File: src/rtl/pad_gen_pkg.sv
// Shared types and constants for the padded pattern generator.
// Holds the pattern modes, the FSM states and the LFSR tap table.
package pad_gen_pkg;

  typedef enum logic [1:0] {
    MODE_UP    = 2'd0,
    MODE_DOWN  = 2'd1,
    MODE_LFSR  = 2'd2,
    MODE_CONST = 2'd3
  } mode_t;

  typedef enum logic [1:0] {
    ST_IDLE  = 2'd0,
    ST_RUN   = 2'd1,
    ST_DRAIN = 2'd2
  } state_t;

  // Maximal-length masks for a shift-left Fibonacci LFSR; bit i set means
  // state bit i feeds the XOR that becomes the new bit 0.
  function automatic logic [15:0] lfsr_taps(input int width);
    case (width)
      2:       return 16'h0003;
      3:       return 16'h0006;
      4:       return 16'h000C;
      5:       return 16'h0014;
      6:       return 16'h0030;
      7:       return 16'h0060;
      8:       return 16'h00B8;
      9:       return 16'h0110;
      10:      return 16'h0240;
      11:      return 16'h0500;
      12:      return 16'h0829;
      13:      return 16'h100D;
      14:      return 16'h2015;
      15:      return 16'h6000;
      16:      return 16'hD008;
      default: return 16'h0003;
    endcase
  endfunction

endpackage

File: src/rtl/pad_lfsr_step.sv
// Combinational next-value of a LIVE_W-bit shift-left Fibonacci LFSR.
module pad_lfsr_step
  import pad_gen_pkg::*;
#(
  parameter int LIVE_W = 4
) (
  input  logic [LIVE_W-1:0] cur,
  output logic [LIVE_W-1:0] nxt
);

  localparam logic [15:0]       TAPS_ALL = lfsr_taps(LIVE_W);
  localparam logic [LIVE_W-1:0] TAPS     = TAPS_ALL[LIVE_W-1:0];

  assign nxt = {cur[LIVE_W-2:0], ^(cur & TAPS)};

endmodule

File: src/rtl/pad_pattern_gen.sv
// Padded data source: a live low field (count/LFSR/constant) under a
// valid/ready handshake, upper bus bits tied to zero, optional finite bursts.
module pad_pattern_gen
  import pad_gen_pkg::*;
#(
  parameter int OUT_W     = 16,
  parameter int LIVE_W    = 4,
  parameter int BURST_LEN = 0
) (
  input  logic              in_clock,
  input  logic              in_reset,
  input  logic [1:0]        cfg_mode,
  input  logic [LIVE_W-1:0] cfg_seed,
  input  logic              cfg_load,
  input  logic              start,
  input  logic              stop,
  output logic [OUT_W-1:0]  data_out,
  output logic              data_valid,
  input  logic              data_ready,
  output logic              busy,
  output logic              wrap
);

  localparam int                CNT_W    = (BURST_LEN > 0) ? $clog2(BURST_LEN + 1) : 1;
  localparam logic [CNT_W-1:0]  LAST_CNT = CNT_W'((BURST_LEN > 0) ? BURST_LEN - 1 : 0);
  localparam logic [LIVE_W-1:0] ONE      = LIVE_W'(1);

  state_t              state_q, state_d;
  mode_t               mode_q, mode_d;
  logic [LIVE_W-1:0]   live_q, live_d;
  logic [LIVE_W-1:0]   seed_q, seed_d;
  logic [CNT_W-1:0]    cnt_q, cnt_d;

  logic [LIVE_W-1:0]   lfsr_nxt;
  logic [LIVE_W-1:0]   step_val;
  logic [LIVE_W-1:0]   start_val;
  logic [LIVE_W-1:0]   lfsr_origin;
  logic                xfer;
  logic                last_beat;
  logic                terminal;

  pad_lfsr_step #(.LIVE_W(LIVE_W)) u_lfsr_step (
    .cur (live_q),
    .nxt (lfsr_nxt)
  );

  assign xfer      = data_valid && data_ready;
  assign last_beat = (BURST_LEN > 0) && (cnt_q == LAST_CNT);

  // A same-cycle cfg_load is forwarded so load+start starts from the new seed.
  always_comb begin
    start_val = cfg_load ? cfg_seed : seed_q;
    if ((mode_t'(cfg_mode) == MODE_LFSR) && (start_val == '0)) start_val = ONE;
  end

  // seed_q cannot change during a run, so it still names the LFSR origin.
  assign lfsr_origin = (seed_q == '0) ? ONE : seed_q;

  always_comb begin
    step_val = live_q;
    terminal = 1'b0;
    case (mode_q)
      MODE_UP:   begin step_val = live_q + ONE; terminal = (live_q == '1);        end
      MODE_DOWN: begin step_val = live_q - ONE; terminal = (live_q == '0);        end
      MODE_LFSR: begin step_val = lfsr_nxt;     terminal = (lfsr_nxt == lfsr_origin); end
      default:   begin step_val = live_q;       terminal = 1'b0;                  end
    endcase
  end

  // NOTE: every signal gets its default before the case, so no path leaves
  // one unassigned and no latch is inferred.
  always_comb begin
    state_d = state_q;
    mode_d  = mode_q;
    live_d  = live_q;
    seed_d  = seed_q;
    cnt_d   = cnt_q;
    case (state_q)
      ST_IDLE: begin
        if (cfg_load) seed_d = cfg_seed;
        if (start && !stop) begin
          state_d = ST_RUN;
          mode_d  = mode_t'(cfg_mode);
          live_d  = start_val;
          cnt_d   = '0;
        end
      end
      ST_RUN: begin
        if (xfer) begin
          live_d = step_val;
          cnt_d  = cnt_q + CNT_W'(1);
          if (stop || last_beat) state_d = ST_IDLE;
        end else if (stop) begin
          state_d = ST_DRAIN;
        end
      end
      ST_DRAIN: begin
        if (xfer) state_d = ST_IDLE;
      end
      default: state_d = ST_IDLE;
    endcase
  end

  // NOTE: state registers use non-blocking assignments so every flop samples
  // the pre-edge values regardless of statement order.
  always_ff @(posedge in_clock) begin
    if (!in_reset) begin
      state_q <= ST_IDLE;
      mode_q  <= MODE_UP;
      live_q  <= '0;
      seed_q  <= '0;
      cnt_q   <= '0;
    end else begin
      state_q <= state_d;
      mode_q  <= mode_d;
      live_q  <= live_d;
      seed_q  <= seed_d;
      cnt_q   <= cnt_d;
    end
  end

  assign data_valid = (state_q != ST_IDLE);
  assign busy       = (state_q != ST_IDLE);
  assign wrap       = data_valid && terminal;
  assign data_out   = OUT_W'(data_valid ? live_q : '0);

endmodule

File: config.mk
export PLATFORM = sky130hd
export DESIGN_NAME = pad_pattern_gen
export DESIGN_NICKNAME = d
export VERILOG_FILES = /design/src/rtl/pad_gen_pkg.sv /design/src/rtl/pad_lfsr_step.sv /design/src/rtl/pad_pattern_gen.sv
export SDC_FILE = /design/constraint.sdc
export NUM_CORES = 1
export LEC_CHECK = 0
export BUFFER_PORTS_ARGS = -buffer_cell sky130_fd_sc_hd__buf_2
export CORE_MARGIN = 8
export CORE_UTILIZATION = 50
export DETAILED_ROUTE_END_ITERATION = 16
export PLACE_DENSITY = 0.76
export SETUP_SLACK_MARGIN = 0.02
export SLEW_MARGIN = 20
export SYNTH_ARGS = -nofsm -noshare
export SYNTH_HDL_FRONTEND = slang
export SYNTH_SLANG_ARGS = --single-unit
File: constraint.sdc
create_clock -name in_clock -period 2.4 [get_ports in_clock]
set_input_delay 0.36 -clock in_clock [delete_from_list [all_inputs] [get_ports in_clock]]
set_output_delay 0.36 -clock in_clock [all_outputs]
set_load 0.03 [all_outputs]
==> results of run 1 <==
synth_stat cells:
cell type	instances	area, µm²
xor2_1	4	35.0
buf_4	13	97.6
o21ai_1	2	10.0
fa_1	1	20.0
nor4_1	1	6.26
a21boi_1	3	22.5
a21oi_1	7	35.0
clkbuf_1	1	3.75
and2_1	1	6.26
a21boi_0	1	7.51
nor3_1	3	15.0
o21ai_0	2	10.0
buf_2	2	10.0
inv_1	8	30.0
nor4b_4	1	23.8
nand2_1	10	37.5
o221ai_1	1	8.76
nand3b_1	1	7.51
dfxtp_1	12	240
nor3b_1	1	7.51
nor2_2	1	6.26
xnor2_1	1	8.76
nor4b_1	1	8.76
nor2b_1	4	25.0
ha_1	4	50.1
mux2i_1	7	70.1
nor2_1	14	52.6
nand2b_2	1	8.76
a211oi_2	1	12.5
buf_6	1	11.3
nand2b_1	2	12.5
o211a_1	2	20.0
conb_1	1	3.75
o22ai_1	1	6.26
and2b_2	1	8.76
o22a_4	1	17.5
nand3_1	3	15.0
a311oi_1	1	8.76
o211ai_1	4	30.0
nand4_1	2	12.5
final timing paths:
check / startpoint / endpoint / slack (ps) / cells past startpoint
worst max-delay path: live_q[2] / wrap / 340 / 6
worst min-delay path: data_ready / state_q[1] / 300 / 2
worst max register to register: mode_q[1] / live_q[3] / 400 / 8
worst min register to register: live_q[3] / live_q[3] / 510 / 2
cell type report:
cell class / count / area [µm²]
fillers: 197 / 853
multi-input cells: 102 / 672
flip-flops and latches: 12 / 240
repair buffers: 18 / 90.1
well taps: 27 / 33.8
inverters: 8 / 30.0
clock buffers: 3 / 22.5
metrics by stage:
step           total power [W]  cell area, µm²  util [%]  worst slack (ps)  hold WS, ps
3_3_place_gp          0.000384            1070      54.9               573          478
4_1_cts               0.000509            1090      56.1               351          295
2_1_floorplan         0.000370            1060         -               637          436
6_report              0.000505            1090      56.1               336          297
3_5_place_dp          0.000390            1070      54.9               437          504
5_1_grt               0.000540            1090      56.1               190          301
power groups by stage:
stage                     clock network [W]  logic, W  registers, W
after floorplan                           0  0.000143      0.000227
after global placement                    0  0.000150      0.000234
after detailed placement                  0  0.000155      0.000235
after CTS                          0.000124  0.000156      0.000230
after global routing               0.000132  0.000174      0.000233
final                              0.000119  0.000156      0.000231
logic make-up after synthesis:
kind of cell | Yosys count
and+or+nand+nor | 47
AOI/OAI and AO/OA | 26
buffers and inverters | 25
DFF | 12
muxes | 7
adders and majority gates | 5
xor gates and xnor gates | 5
other | 1
flip-flops by register name, indices dropped and copies added (netlist names):
register	cells
mode_q	2
live_q	4
state_q	2
seed_q	4
critical path, stage by stage, from the launching register on:
cell     delay [ps]
dfxtp_1         470
inv_1           100
ha_1            310
xor2_1          150
a21oi_1          80
nor2_1          120
buf_2           210
metal layers:
layer	GRT usage [%]	vias to the layer above
met1	16.7	408
met5	0	-
met2	20.6	31
met3	3.76	4
met4	5.65	0
li1	-	448
==> metrics.csv, run 1 <==
metric;value;unit
outcome;complete, no violations;
port bufs;18;
routability cong.;0.844;
layout cell share with drive strength beyond 1;18.9;%
H-tree depth;1;
post-synthesis xor/xnor area fraction;4.28;%
post-DR vias/cell;5.24;
FF+latch count, synth;12;
vias in the first global route;862;
# resized after CTS;0;
Layout Cells excl Fill;170;
Setup crit end kind;output pin;
CTS root buffer;clkbuf_4;
Sink Count;12;
gr ovfl total;0;
core area;0.00194;mm²
Synth warnings;0;
sequential fraction of the synthesis area;23.5;%
max-slew violation count;0;
sequential share of power;45.7;%
HPWL Detailed;1.90;mm
clock transition at the registers of the reported paths;70;ps
Clk Latency, worst-skew pair;270;ps
compound-gate portion of the synthesized area;18.5;%
Startpoint Class;flip-flop;
io pins;31;
Initial DRC Count;26;
nets;162;
Max clock buf depth;2;
Die W;61.2;µm
Leak;0.527;nW
Max Cap Violations;0;
RSZ-0062 raised after global routing;false;
Final setup viols;0;
Die ar.;0.00375;mm²
vias;891;
M1 WL;973;µm
Placed Cells;167;
post-route ant nets;0;
internal power;0.000326;W
row count;16;
Post-CTS Setup Inserts;0;
Sw Ratio;35.4;%
commonest cells after routing, fill and taps aside;18 x buf_2, 14 x nor2_1, 12 x conb_1, 12 x dfxtp_1, 10 x nand2_1;
clock share of power;23.5;%
Final period util;86.0;%
post-synthesis mux area share;6.85;%
Worst Path Arrival;1700;ps
number of CTS-inserted buffers;3;
Setup TNS Final;0;ps
Netlist cell types;40;
Synth Area in Adders;6.85;%
Fmax achieved;484;MHz
drt wl/cell;13.5;µm
number of diodes;0;
Syn Area/Cell;8.00;µm²
Final Skew;5.46;ps
final WL;2.30;mm
Post-Synthesis Cells;128;
Tmin final;2060;ps
worst min path class;in -> reg;
initial antenna violation count;0;
DR WL met2;1.10;mm
simple-gate area share of the yosys netlist;24.8;%
WS Path Type;reg -> out;
Final Hold Viols;0;
Crit path required time;2040;ps
WL met3;214;µm
CTS tree;built;
Top Layer Used;met4;
global-route wire length before repair;3.85;mm
DRT Pass-1 Iters;5;
Initial Utilization;52.7;%
crit-path max FO;6;
residual DRC count;0;
Comb pwr share;30.8;%
largest net degree at the start of global routing;14;
maximum VDD drop;0.330;mV
largest family of logic cells by synthesized area;simple AND/OR/NAND/NOR gates;
Net Sw Power;0.000179;W
Die Span Y;61.2;µm
P per Cell Area;464;mW/mm²
Post-CTS Hold Buffers;0;
synthesis-to-layout area growth;6.36;%
commonest non-fill, non-tap cell in the layout;buf_2;
Total GRT Usage;13.3;%
Netlist Area Pre-Place;0.00102;mm²
(Power assumes the default switching activity.)
==> run 2, diff against run 1 <==
CORE_UTILIZATION = 54   (was 50)
MAX_ROUTING_LAYER = met4   (was not set)
PLACE_DENSITY = 0.81   (was 0.76)
clock period = 2.6 ns   (was 2.4 ns; I/O delays follow)
==> run 2 against run 1 <==
Net effect:
- setup slack better by 160 ps
- via count up 1.0%
- non-clock buffer count unchanged
- core utilization up 6.3 points
- first-iteration DRC count down 7.7%
- worst hold slack better by 28 ps
- die area down 5.5%
- largest power group unchanged
- count of clock-buffer cells in the layout up 1
- sequential share of layout area down 0.23 points
- clock skew down 5.1 ps
==> metrics.csv, run 2 (synthesis gave the netlist of run 1 again) <==
metric;value;unit;change
outcome;complete, no violations;;
Net Sw Power;0.000175;W;-2.3%
final WL;2.31;mm;+0.17%
# resized after CTS;0;;unchanged
row count;15;;-1
Critical Path Slowest Stage Cell;dfxtp_1;;
DRT Pass-1 Iters;4;;-1
hold slack final;325;ps;+27.8 ps
largest net degree at the start of global routing;14;;unchanged
Sw Ratio;34.4;%;-0.95 points
gr ovfl total;0;;unchanged
Leak;0.534;nW;+1.4%
critical path's largest stage delay;470;ps;about the same
Total GRT Usage;14.0;%;+0.68 points
DP Area;0.00106;mm²;-0.23%
commonest non-fill, non-tap cell in the layout;buf_2;;
number of CTS-inserted buffers;3;;unchanged
Final period util;81.0;%;
residual DRC count;0;;unchanged
Startpoint Class;flip-flop;;
clock share of power;29.8;%;+6.3 points
Placed Cells;165;;-1.2%
clock transition at the registers of the reported paths;80;ps;about the same
maximum VDD drop;0.427;mV;+29%
Clk Latency, worst-skew pair;270;ps;about the same
Die ar.;0.00354;mm²;-5.5%
Post-CTS Hold Buffers;0;;unchanged
Final Hold Viols;0;;unchanged
routability cong.;0.896;;+6.2%
area of the multi-input gates;672;µm²;unchanged
Crit path required time;2210;ps;+170 ps
P per Cell Area;461;mW/mm²;-0.60%
global-route wire length before repair;3.71;mm;-3.8%
Final setup viols;0;;unchanged
Initial Utilization;58.0;%;+5.3 points
Fmax achieved;475;MHz;
io pins;31;;unchanged
max-slew violation count;0;;unchanged
nets;162;;unchanged
Post-CTS Setup Inserts;0;;unchanged
sequential share of power;42.0;%;-3.7 points
Setup crit end kind;output pin;;
Die W;59.5;µm;-2.8%
synthesis-to-layout area growth;7.46;%;
number of diodes;0;;unchanged
RSZ-0062 raised after global routing;false;;
Filler cells;176;;-11%
worst min path class;in -> reg;;
worst path bufs/invs;2;;unchanged
H-tree depth;1;;unchanged
CTS root buffer;clkbuf_4;;
core area;0.00176;mm²;-9.1%
initial antenna violation count;0;;unchanged
Tmin final;2110;ps;
layout cell share with drive strength beyond 1;19.4;%;+0.56 points
Layout Cells excl Fill;169;;-0.59%
Setup TNS Final;0;ps;unchanged
top flop regs;live_q (4), seed_q (4);;
port bufs;18;;unchanged
WS Path Type;reg -> out;;
Die Span Y;59.5;µm;-2.8%
commonest cells after routing, fill and taps aside;18 x buf_2, 14 x nor2_1, 12 x conb_1, 12 x dfxtp_1, 10 x nand2_1;;
FF/Latch Area;240;µm²;unchanged
post-DR vias/cell;5.33;;+1.6%
Initial DRC Count;24;;-7.7%
crit-path max FO;6;;unchanged
internal power;0.000332;W;+1.9%
vias;900;;+1.0%
Sink Count;12;;unchanged
CTS tree;built;;
post-route ant nets;0;;unchanged
Max clock buf depth;2;;unchanged
vias in the first global route;854;;-0.93%
Worst Path Arrival;1720;ps;+20 ps
Max Cap Violations;0;;unchanged
cell area after layout;0.00110;mm²;+1.0%
R2R setup slack;680;ps;+280 ps
Final Skew;0.361;ps;-5.10 ps
crit-path cells;inv_1, ha_1, xor2_1, a21oi_1, nor2_1, buf_2;;
Top delay family on crit path;flip-flops;;
HPWL Detailed;1.85;mm;-3.0%
drt wl/cell;13.6;µm;+0.77%
Comb pwr share;28.2;%;-2.6 points
==> run 2: per-layer routing <==
metal	global-route usage [%]	share of wire [%]	up-vias
met5	-	0	-
met2	23.0	46	36
li1	-	-	453
met4	5.10	1.6	0
met1	16.2	42	406
met3	3.25	10	5
==> run 2: worst paths after layout <==
kind / cells after the start / start / endpoint
worst max-delay path: 6 / live_q[2] / wrap
worst min-delay path: 2 / data_ready / state_q[1]
worst max register to register: 8 / mode_q[1] / live_q[3]
worst min register to register: 2 / seed_q[0] / seed_q[0]
==> run 2: area by class of cell <==
class                           instances  share of cell area (%)
Tap cell                               25                    2.84
Timing Repair Buffer                   18                    8.19
Sequential cell                        12                    21.8
Multi-Input combinational cell        102                    61.1
Clock buffer                            4                    3.30
Inverter                                8                    2.73
==> run 2: power groups by stage <==
stage / Sequential (W) / Combinational [W] / Clock [W]
final: 0.000213 / 0.000143 / 0.000151
after floorplan: 0.000210 / 0.000132 / 0
after detailed placement: 0.000217 / 0.000142 / 0
after global placement: 0.000216 / 0.000138 / 0
after CTS: 0.000213 / 0.000142 / 0.000152
after global routing: 0.000215 / 0.000159 / 0.000164
==> run 2: through the flow <==
step	worst slack [ps]	total power [W]	util [%]
floorplan	828	0.000341	-
global placement	773	0.000354	60.3
detailed placement	682	0.000359	60.3
CTS	490	0.000508	62.3
global route	361	0.000538	62.3
finish	493	0.000507	62.3
==> run 2: worst register-to-register path: cells and delay by family, from the launching register on <==
family	cells	cell delay [ps]
AND/OR/NAND/NOR	2	310
flip-flops	1	420
AO/OA/AOI/OAI	4	720
adder cells (fa/ha/maj)	1	280
buffers and inverters	1	80
